--- config.mk ---
export PLATFORM = sky130hd
export DESIGN_NAME = key_debounce
export DESIGN_NICKNAME = d
export VERILOG_FILES = /design/src/rtl/key_pkg.sv /design/src/rtl/key_fsm.sv /design/src/rtl/key_debounce.sv
export SDC_FILE = /design/constraint.sdc
export NUM_CORES = 1
export LEC_CHECK = 0
export CORE_MARGIN = 8
export CORE_UTILIZATION = 35
export CTS_BUF_LIST = sky130_fd_sc_hd__clkbuf_4
export DETAILED_ROUTE_END_ITERATION = 7
export MAX_ROUTING_LAYER = met4
export PLACE_DENSITY_LB_ADDON = 0.08
export SKIP_LAST_GASP = 1
export SLEW_MARGIN = 20
export SYNTH_ARGS = -nofsm -noshare
export SYNTH_HDL_FRONTEND = slang
export SYNTH_SLANG_ARGS = --single-unit
--- constraint.sdc ---
create_clock -name origin_clk -period 2.5 [get_ports origin_clk]
set_input_delay 0.5 -clock origin_clk [delete_from_list [all_inputs] [get_ports origin_clk]]
set_output_delay 0.5 -clock origin_clk [all_outputs]
set_load 0.05 [all_outputs]
--- src/rtl/key_pkg.sv ---
// Shared types and constants for the Tetris button debouncer.
// Key indices name the bit positions of the key_* buses.
package key_pkg;

  typedef enum logic [1:0] {
    RELEASED  = 2'd0,
    HELD_WAIT = 2'd1,
    HELD_RPT  = 2'd2
  } key_state_e;

  localparam int DEF_NUM_KEYS     = 5;
  localparam int DEF_STABLE_TICKS = 20;
  localparam int DEF_REPEAT_DELAY = 250;
  localparam int DEF_REPEAT_RATE  = 60;

  localparam int KEY_LEFT  = 0;
  localparam int KEY_RIGHT = 1;
  localparam int KEY_ROT   = 2;
  localparam int KEY_SOFT  = 3;
  localparam int KEY_HARD  = 4;

  // Bits needed to hold a counter that counts up to max_val inclusive.
  function automatic int cnt_width(input int max_val);
    return (max_val < 1) ? 1 : $clog2(max_val + 1);
  endfunction

endpackage

--- src/rtl/key_fsm.sv ---
// One debounced key channel: input synchroniser, debounce and repeat
// counters, and the press/hold/repeat FSM. All updates gated by tick.
module key_fsm
  import key_pkg::*;
#(
  parameter int STABLE_TICKS = DEF_STABLE_TICKS,
  parameter int REPEAT_DELAY = DEF_REPEAT_DELAY,
  parameter int REPEAT_RATE  = DEF_REPEAT_RATE
) (
  input  logic clk,
  input  logic srst,
  input  logic tick,
  input  logic raw,
  output logic level,
  output logic press_strobe,
  output logic release_strobe,
  output logic repeat_strobe
);

  localparam int RPT_MAX = (REPEAT_DELAY > REPEAT_RATE) ? REPEAT_DELAY : REPEAT_RATE;
  localparam int DEB_W   = cnt_width(STABLE_TICKS);
  localparam int RPT_W   = cnt_width(RPT_MAX);

  // Terminal values minus one: the increment that would reach the terminal
  // value fires the transition instead, so counters never hold it.
  localparam logic [DEB_W-1:0] DEB_LAST   = DEB_W'(STABLE_TICKS - 1);
  localparam logic [RPT_W-1:0] DELAY_LAST = RPT_W'(REPEAT_DELAY - 1);
  localparam logic [RPT_W-1:0] RATE_LAST  = RPT_W'(REPEAT_RATE - 1);

  logic             sync_reg;
  logic             ks_reg;
  key_state_e       state_reg, state_next;
  logic [DEB_W-1:0] deb_cnt_reg, deb_cnt_next;
  logic [RPT_W-1:0] rpt_cnt_reg, rpt_cnt_next;
  logic             level_reg, level_next;
  logic             press_reg, press_next;
  logic             release_reg, release_next;
  logic             repeat_reg, repeat_next;
  logic [RPT_W-1:0] rpt_last;

  always_ff @(posedge clk) begin
    if (srst) begin
      sync_reg    <= 1'b0;
      ks_reg      <= 1'b0;
      state_reg   <= RELEASED;
      deb_cnt_reg <= '0;
      rpt_cnt_reg <= '0;
      level_reg   <= 1'b0;
      press_reg   <= 1'b0;
      release_reg <= 1'b0;
      repeat_reg  <= 1'b0;
    end else begin
      sync_reg    <= raw;
      ks_reg      <= sync_reg;
      state_reg   <= state_next;
      deb_cnt_reg <= deb_cnt_next;
      rpt_cnt_reg <= rpt_cnt_next;
      level_reg   <= level_next;
      press_reg   <= press_next;
      release_reg <= release_next;
      repeat_reg  <= repeat_next;
    end
  end

  assign rpt_last = (state_reg == HELD_WAIT) ? DELAY_LAST : RATE_LAST;

  always_comb begin
    state_next   = state_reg;
    deb_cnt_next = deb_cnt_reg;
    rpt_cnt_next = rpt_cnt_reg;
    level_next   = level_reg;
    press_next   = 1'b0;
    release_next = 1'b0;
    repeat_next  = 1'b0;

    if (tick) begin
      case (state_reg)
        RELEASED: begin
          if (!ks_reg) begin
            deb_cnt_next = '0;
          end else if (deb_cnt_reg == DEB_LAST) begin
            state_next   = HELD_WAIT;
            deb_cnt_next = '0;
            rpt_cnt_next = '0;
            level_next   = 1'b1;
            press_next   = 1'b1;
          end else begin
            deb_cnt_next = deb_cnt_reg + 1'b1;
          end
        end

        HELD_WAIT, HELD_RPT: begin
          if (!ks_reg) begin
            // Release candidate: repeat progress is frozen, not lost.
            if (deb_cnt_reg == DEB_LAST) begin
              state_next   = RELEASED;
              deb_cnt_next = '0;
              rpt_cnt_next = '0;
              level_next   = 1'b0;
              release_next = 1'b1;
            end else begin
              deb_cnt_next = deb_cnt_reg + 1'b1;
            end
          end else begin
            deb_cnt_next = '0;
            if (rpt_cnt_reg == rpt_last) begin
              state_next   = HELD_RPT;
              rpt_cnt_next = '0;
              repeat_next  = 1'b1;
            end else begin
              rpt_cnt_next = rpt_cnt_reg + 1'b1;
            end
          end
        end

        default: begin
          state_next   = RELEASED;
          deb_cnt_next = '0;
          rpt_cnt_next = '0;
          level_next   = 1'b0;
        end
      endcase
    end
  end

  assign level          = level_reg;
  assign press_strobe   = press_reg;
  assign release_strobe = release_reg;
  assign repeat_strobe  = repeat_reg;

endmodule

--- src/rtl/key_debounce.sv ---
// Debounce and auto-repeat for the game buttons. The ms divider output is
// sampled as data to form a shared tick; every key gets its own channel.
module key_debounce
  import key_pkg::*;
#(
  parameter int NUM_KEYS     = DEF_NUM_KEYS,
  parameter int STABLE_TICKS = DEF_STABLE_TICKS,
  parameter int REPEAT_DELAY = DEF_REPEAT_DELAY,
  parameter int REPEAT_RATE  = DEF_REPEAT_RATE
) (
  input  logic                origin_clk,
  input  logic                rst,
  input  logic                ms_clk_in,
  input  logic [NUM_KEYS-1:0] key_raw,
  output logic [NUM_KEYS-1:0] key_level,
  output logic [NUM_KEYS-1:0] key_press,
  output logic [NUM_KEYS-1:0] key_release,
  output logic [NUM_KEYS-1:0] key_repeat
);

  logic       ms_sync1_reg;
  logic       ms_sync2_reg;
  logic       ms_prev_reg;
  logic [1:0] fill_reg;
  logic       armed_reg;
  logic       tick_reg;

  // The synchroniser's reset zeros are not a real low level; arming waits
  // until genuine samples have filled it and shown ms_clk_in low, so a wave
  // that is high across reset release does not produce a tick.
  always_ff @(posedge origin_clk) begin
    if (rst) begin
      ms_sync1_reg <= 1'b0;
      ms_sync2_reg <= 1'b0;
      ms_prev_reg  <= 1'b0;
      fill_reg     <= 2'b00;
      armed_reg    <= 1'b0;
      tick_reg     <= 1'b0;
    end else begin
      ms_sync1_reg <= ms_clk_in;
      ms_sync2_reg <= ms_sync1_reg;
      ms_prev_reg  <= ms_sync2_reg;
      fill_reg     <= {fill_reg[0], 1'b1};
      if (fill_reg[1] && !ms_sync2_reg) begin
        armed_reg <= 1'b1;
      end
      tick_reg     <= armed_reg & ms_sync2_reg & ~ms_prev_reg;
    end
  end

  genvar gi;
  generate
    for (gi = 0; gi < NUM_KEYS; gi++) begin : g_key
      key_fsm #(
        .STABLE_TICKS(STABLE_TICKS),
        .REPEAT_DELAY(REPEAT_DELAY),
        .REPEAT_RATE (REPEAT_RATE)
      ) u_key_fsm (
        .clk           (origin_clk),
        .srst          (rst),
        .tick          (tick_reg),
        .raw           (key_raw[gi]),
        .level         (key_level[gi]),
        .press_strobe  (key_press[gi]),
        .release_strobe(key_release[gi]),
        .repeat_strobe (key_repeat[gi])
      );
    end
  endgenerate

endmodule

# Yosys cells after proc, flatten, opt, wreduce, memory -nomap -nowiden
# Index checks and enable logic that the tools add are counted.
# classes
muxes	116
n_addsub	10
eq_ne	50
bitwise	19
n_reduce_logical	42
# ops
operator	count
8-bit 2-to-1 mux	25
8-bit case mux with 2 select lines	5
5-bit 2-to-1 mux	15
4-bit OR reduction	15
2-bit 2-to-1 mux	25
5-bit case mux with 2 select lines	5
5-bit AND reduction	10
8-bit by 1-bit adder with 8-bit output (second input constant)	5
8-bit == test	5
1-bit 2-to-1 mux	31
2-bit by 1-bit != test with 1-bit output (second input constant)	15
5-bit by 1-bit adder with 5-bit output (second input constant)	5
5-bit == test (second input constant)	5
2-bit case mux with 2 select lines	5
1-bit NOT	17
3-bit by 1-bit != test with 1-bit output (second input constant)	5
3-bit != test (second input constant)	5
2-bit by 1-bit == test with 1-bit output (second input constant)	5
2-bit == test (second input constant)	5
2-bit logical NOT	5
2-bit != test (second input constant)	5
1-bit case mux with 2 select lines	5
2-bit AND reduction	5
2-bit OR reduction	5
3 further kinds	4
# totals
output_inout_bits	20
wordCells	289
reg_bits	112
inputBits	8

# Logic depth before layout (Yosys ltp)
# logic_depth
word_depth	6
ltp_mapped	8

# Modules after synthesis
# A second synthesis with hierarchy kept.
# unflattened
cells_unflattened	661
area_unflattened_um2	5755.5
# by_module_without_submodules
mod	n_inst	seq_area_each_um2	cells_each	area_per_inst_um2
key_fsm at g_key[2].u_key_fsm ...	2	420.4	126	1101.1
key_fsm at g_key[1].u_key_fsm	1	420.4	140	1147.4
key_fsm at g_key[0].u_key_fsm	1	420.4	127	1118.6
key_fsm at g_key[4].u_key_fsm	1	420.4	126	1081.0
key_debounce	1	140.1	16	206.4

# Worst setup path before layout
# OpenSTA, ideal clock, no wires.
# synth_timing
path_kind	reg-to-reg
start	reg g_key[4].u_key_fsm.state_reg[1]
end	reg g_key[4].u_key_fsm.state_reg[1]
required_ns	2.383
setup_slack_ns	0.298
period_less_slack_ns	2.202
path_stages_with_launch	7
arrival_time_ns	2.084
cell_sequence	dfxtp_1 -> inv_1 -> ha_1 -> or4b_2 -> a2111oi_4 -> o211ai_1 -> a32o_1
# synth_between
elab_chain_len	5
elab_cells_between_ends	12
# synth_rtl
item	line_no	source
from (decl)	key_fsm.sv:32	key_state_e state_reg, state_next;
from (signal assigned)	key_fsm.sv:55	state_reg <= state_next;
2-bit by 1-bit == test with 1-bit output	key_fsm.sv:65, key_fsm.sv:77	
8-bit 2-to-1 mux	key_fsm.sv:65	assign rpt_last = (state_reg == HELD_WAIT) ? DELAY_LAST : RATE_LAST;
8-bit == test	key_fsm.sv:106	if (rpt_cnt_reg == rpt_last) begin
3-bit != test (no source line)	-	
5-bit AND reduction (no source line)	-	
# Several ways; a longest one is shown, not always the timed one.
# A chain may end at the register's enable or synchronous reset.

# Worst setup path in the final report
# layout_timing
start	reg g_key[1].u_key_fsm.state_reg[1]
end	reg g_key[1].u_key_fsm.state_reg[1]
# layout_between
elab_chain_len	5
elab_cells_between_ends	12
# layout_rtl
item	line_no
from (decl)	key_fsm.sv:32
from (signal assigned)	key_fsm.sv:55
2-bit by 1-bit == test with 1-bit output	key_fsm.sv:65, key_fsm.sv:77
8-bit 2-to-1 mux	key_fsm.sv:65
8-bit == test	key_fsm.sv:106
3-bit != test (no source line)	-
5-bit AND reduction (no source line)	-
# Several ways; a longest one is shown, not always the timed one.

==> flow_summary.yaml <==
finish:
  relative_area_change_from_synthesis_to_final_layout_pct: 9.72
  combined_area_of_the_multi_input_logic_cells_mm2: 0.00301
  finish.utilization_pct: 38.8
  layout.nets: 718
  layout-drive-gt1-share_pct: 6.83
  area.sequential_mm2: 0.00224
  largest_register_ffs: 40
  final_area_mm2: 0.00610
  layout.filler_cells: 1604
worst_setup_path:
  timing.reg2reg.worst_path_depth: 7
  worst_path_dominant_cell_family: "simple AND/OR/NAND/NOR gates"
  critical_path_depth_in_cells: 7
  timing.critical_path.from_type: "flip-flop"
  worst_ep_arrival_time_ps: 2740
  slowest_delay_ps: 500
  crit_path_max_fanout: 5
  critical_path.endpoint: "g_key[1].u_key_fsm.state_reg[1]"
  cp_max_delay_cell: "or4b_4"
  timing_worst_setup_path_type: "flip-flop to flip-flop"
  cp_num_buf_inv: 1
  critPathRequiredTime_ps: 2920
  worst_r2r_startpoint: "g_key[1].u_key_fsm.state_reg[1]"
  startpoint: "g_key[1].u_key_fsm.state_reg[1]"
  critical_path_cell_sequence: "inv_1 > ha_1 > or4b_4 > a2111oi_4 > o211ai_2 > or3_1 > a21oi_1"
  timing.reg2reg.setup_slack_ps: 170
  crit_path_end_kind: "flip-flop"
  crit-reg2reg-capture: "g_key[1].u_key_fsm.state_reg[1]"
logic_synthesis:
  synth_top_cells_by_count: "dfxtp_1 (112), nand2_1 (86), nor2_1 (75), a21oi_1 (49), o21ai_0 (30)"
  post_synthesis_sequential_element_count: 112
  seq_area_frac_synth_pct: 40.3
  synth_enable_flop_cells: 0
  async_reset_ff_share_pct: 0
  synth_largest_area_cell: "dfxtp_1"
  postSynthAreaPerCell_um2: 8.26
  combinational_family_with_the_most_area_after_synthesis: "simple AND/OR/NAND/NOR gates"
  synth-xor-area-share_pct: 2.83
  synth-compound-area-share_pct: 16.2
  postSynthNetCount: 706
  synth_simple_gate_area_share_pct: 28.5
  synth_flop_cell: "dfxtp_1"
  synth.area.top_cells: "dfxtp_1 (40%), nand2_1 (5.8%), ha_1 (5.6%), nor2_1 (5.1%), a21oi_1 (4.4%)"
  synth.lib_cells_used.distinct: 60
  synthAdderAreaFrac_pct: 5.62
  post-synth-top-count-cell: "dfxtp_1"
  synthesis.area_mm2: 0.00556
  syn-instance-count: 673
  synth-warning-count: 0
  synthMuxAreaShare_pct: 0.900
  yosys.area.top_type_share_pct: 40.3
floorplan:
  fp.dieW_um: 142
  coreArea_mm2: 0.0157
  floorplan.initialDensity_pct: 35.4
  top_level_ports: 28
  number_of_placement_rows: 46
  die-height_um: 142
  die_area_mm2: 0.0202
drt:
  avgViaCountPerCell: 5.20
  drt_pass1_iterations: 5
  detail_route.drc_violations: 0
  initialDrtViolationCount: 271
  route.antenna.remaining_nets: 0
  routed_wire_length_per_instance_um: 14.0
  routed-via-count: 4704
  routed_wirelength_mm: 12.7
sta:
  worst_slew_slack_as_a_fraction_of_its_limit_pct: 46.0
  post-route-min-period_ps: 2330
  timing.final.setup_violations: 0
  clock-skew-final_ps: 9.49
  finalHoldViolCount: 0
  finalSetupTns_ps: 0
  worst_pin_slew_ps: 803
  unrepaired_setup_endpoints_after_global_routing: "false"
  timing.final.crit_share_pct: 93.1
  slew_viol_final: 0
  timing.fmax_ghz: 0.430
pwr:
  worst_ir_drop_vdd_uv: 193
  power.density_mw_per_mm2: 440
  leakage_nw: 2.11
clocking:
  cell_at_the_root_of_the_clock_tree: "clkbuf_4"
  cts.htree.levels: 3
  tritoncts: "done"
  cts_buffer_depth: 2
  clkTransAtPathRegs_ps: 160
  total_cts_buffers: 9
  post_cts.resized_instances: 0
  clkSinkCount: 112
  clk_latency_ps: 470
global_routing:
  first_global_vias: 4452
  globalRoute.totalOverflow: 0
  global_route.usage.total_pct: 13.4
  grt_antenna_before_repair: 1
  grt_pass1_wl_mm: 21.5
  grt_max_degree: 41
job:
  timing.max_cap.violations: 0
worst_hold_path:
  classification_of_the_worst_slack_hold_path: "flip-flop to flip-flop"
placement:
  placed_cell_area_mm2: 0.00600
  place_hpwl_mm: 8.99
  io_buffer_count: 27
  globalplace.congestion: 0.849
status:
  status: "completed"
cells in the final DEF (no fill, tap or decap), types with 4 or more instances in the layout:
cell type | Yosys | layout
dfxtp_1 | 112 | 112
clkbuf_4 | 0 | 10
nand4b_1 | 7 | 7
nor2b_1 | 19 | 19
or3_1 | 6 | 6
mux2i_1 | 5 | 5
inv_1 | 20 | 20
nor4_1 | 4 | 4
and4_1 | 4 | 4
and2_1 | 6 | 6
xor2_1 | 16 | 16
a31oi_1 | 11 | 11
nand2b_1 | 6 | 6
nor2_1 | 75 | 75
nand3_1 | 28 | 28
nand4_1 | 15 | 15
o21ai_0 | 30 | 30
nor3_1 | 26 | 26
or4_1 | 4 | 4
o211ai_1 | 5 | 5
clkdlybuf4s50_1 | 0 | 26
buf_4 | 20 | 16
a21oi_1 | 49 | 49
a32oi_1 | 4 | 4
and3_1 | 5 | 5
ha_1 | 25 | 25
nand2_1 | 86 | 86
layer usage:
layer / GRT usage (%) / wire length (um) / part of all wire [%] / up-vias
li1: - / - / - / 2402
met1: 16.7 / 6180 / 49 / 2207
met2: 21.0 / 5830 / 46 / 85
met3: 3.92 / 547 / 4.3 / 10
met4: 3.22 / 122 / 0.96 / 0
met5: - / 0 / 0 / -
report_power, final:
| group | switching [W] | internal [W] | total (W) |
|---|---|---|---|
| Combinational | 0.0000626 | 0.0000365 | 0.0000990 |
| Sequential | 0.0000110 | 0.00180 | 0.00181 |
| Clock | 0.000572 | 0.000201 | 0.000773 |
| Total | 0.000646 | 0.00204 | 0.00268 |
metrics by stage:
stage               power (W)  setup WS [ps]  cells  hold WS, ps
detailed placement    0.00195            161    890          387
floorplan             0.00191            298    673          374
global placement      0.00195            207    890          387
global route          0.00283           30.8    905          417
finish                0.00269            172    905          406
CTS                   0.00276            119    904          411
kinds of logic after synthesis:
kind of cell               Yosys count
xor gates and xnor gates            18
muxes                                5
DFF                                112
buffers and inverters               63
AOI/OAI and AO/OA                  137
adders and majority gates           25
and+or+nand+nor                    313
area by class of cell:
| type | instances | share of cell area, % |
|---|---|---|
| well taps | 216 | 4.43 |
| repair buffers | 44 | 6.64 |
| clock buffers | 10 | 1.23 |
| diodes | 1 | 0.0410 |
| flip-flops and latches | 112 | 36.7 |
| multi-input cells | 498 | 49.3 |
| clock inverters | 4 | 0.390 |
| inverters | 20 | 1.23 |
repair_timing:
item,in CTS,in global routing
hold buffers,0,0
buffers inserted,0,0
endpoints found under the setup margin,0,3
worst register-to-register path, stage by stage, from the launching register on:
cell	delay [ps]
dfxtp_1	390
inv_1	70
ha_1	200
or4b_4	500
a2111oi_4	460
o211ai_2	200
or3_1	340
a21oi_1	130
worst min path at each step:
stage / startpoint / end / cells past startpoint
2_1_floorplan: ms_prev_reg / tick_reg / 1
3_3_place_gp: ms_prev_reg / tick_reg / 1
6_report: ms_prev_reg / tick_reg / 1
5_1_grt: ms_prev_reg / tick_reg / 1
4_1_cts: ms_prev_reg / tick_reg / 1
3_5_place_dp: ms_prev_reg / tick_reg / 1
Power figures use the tool's default switching activity.
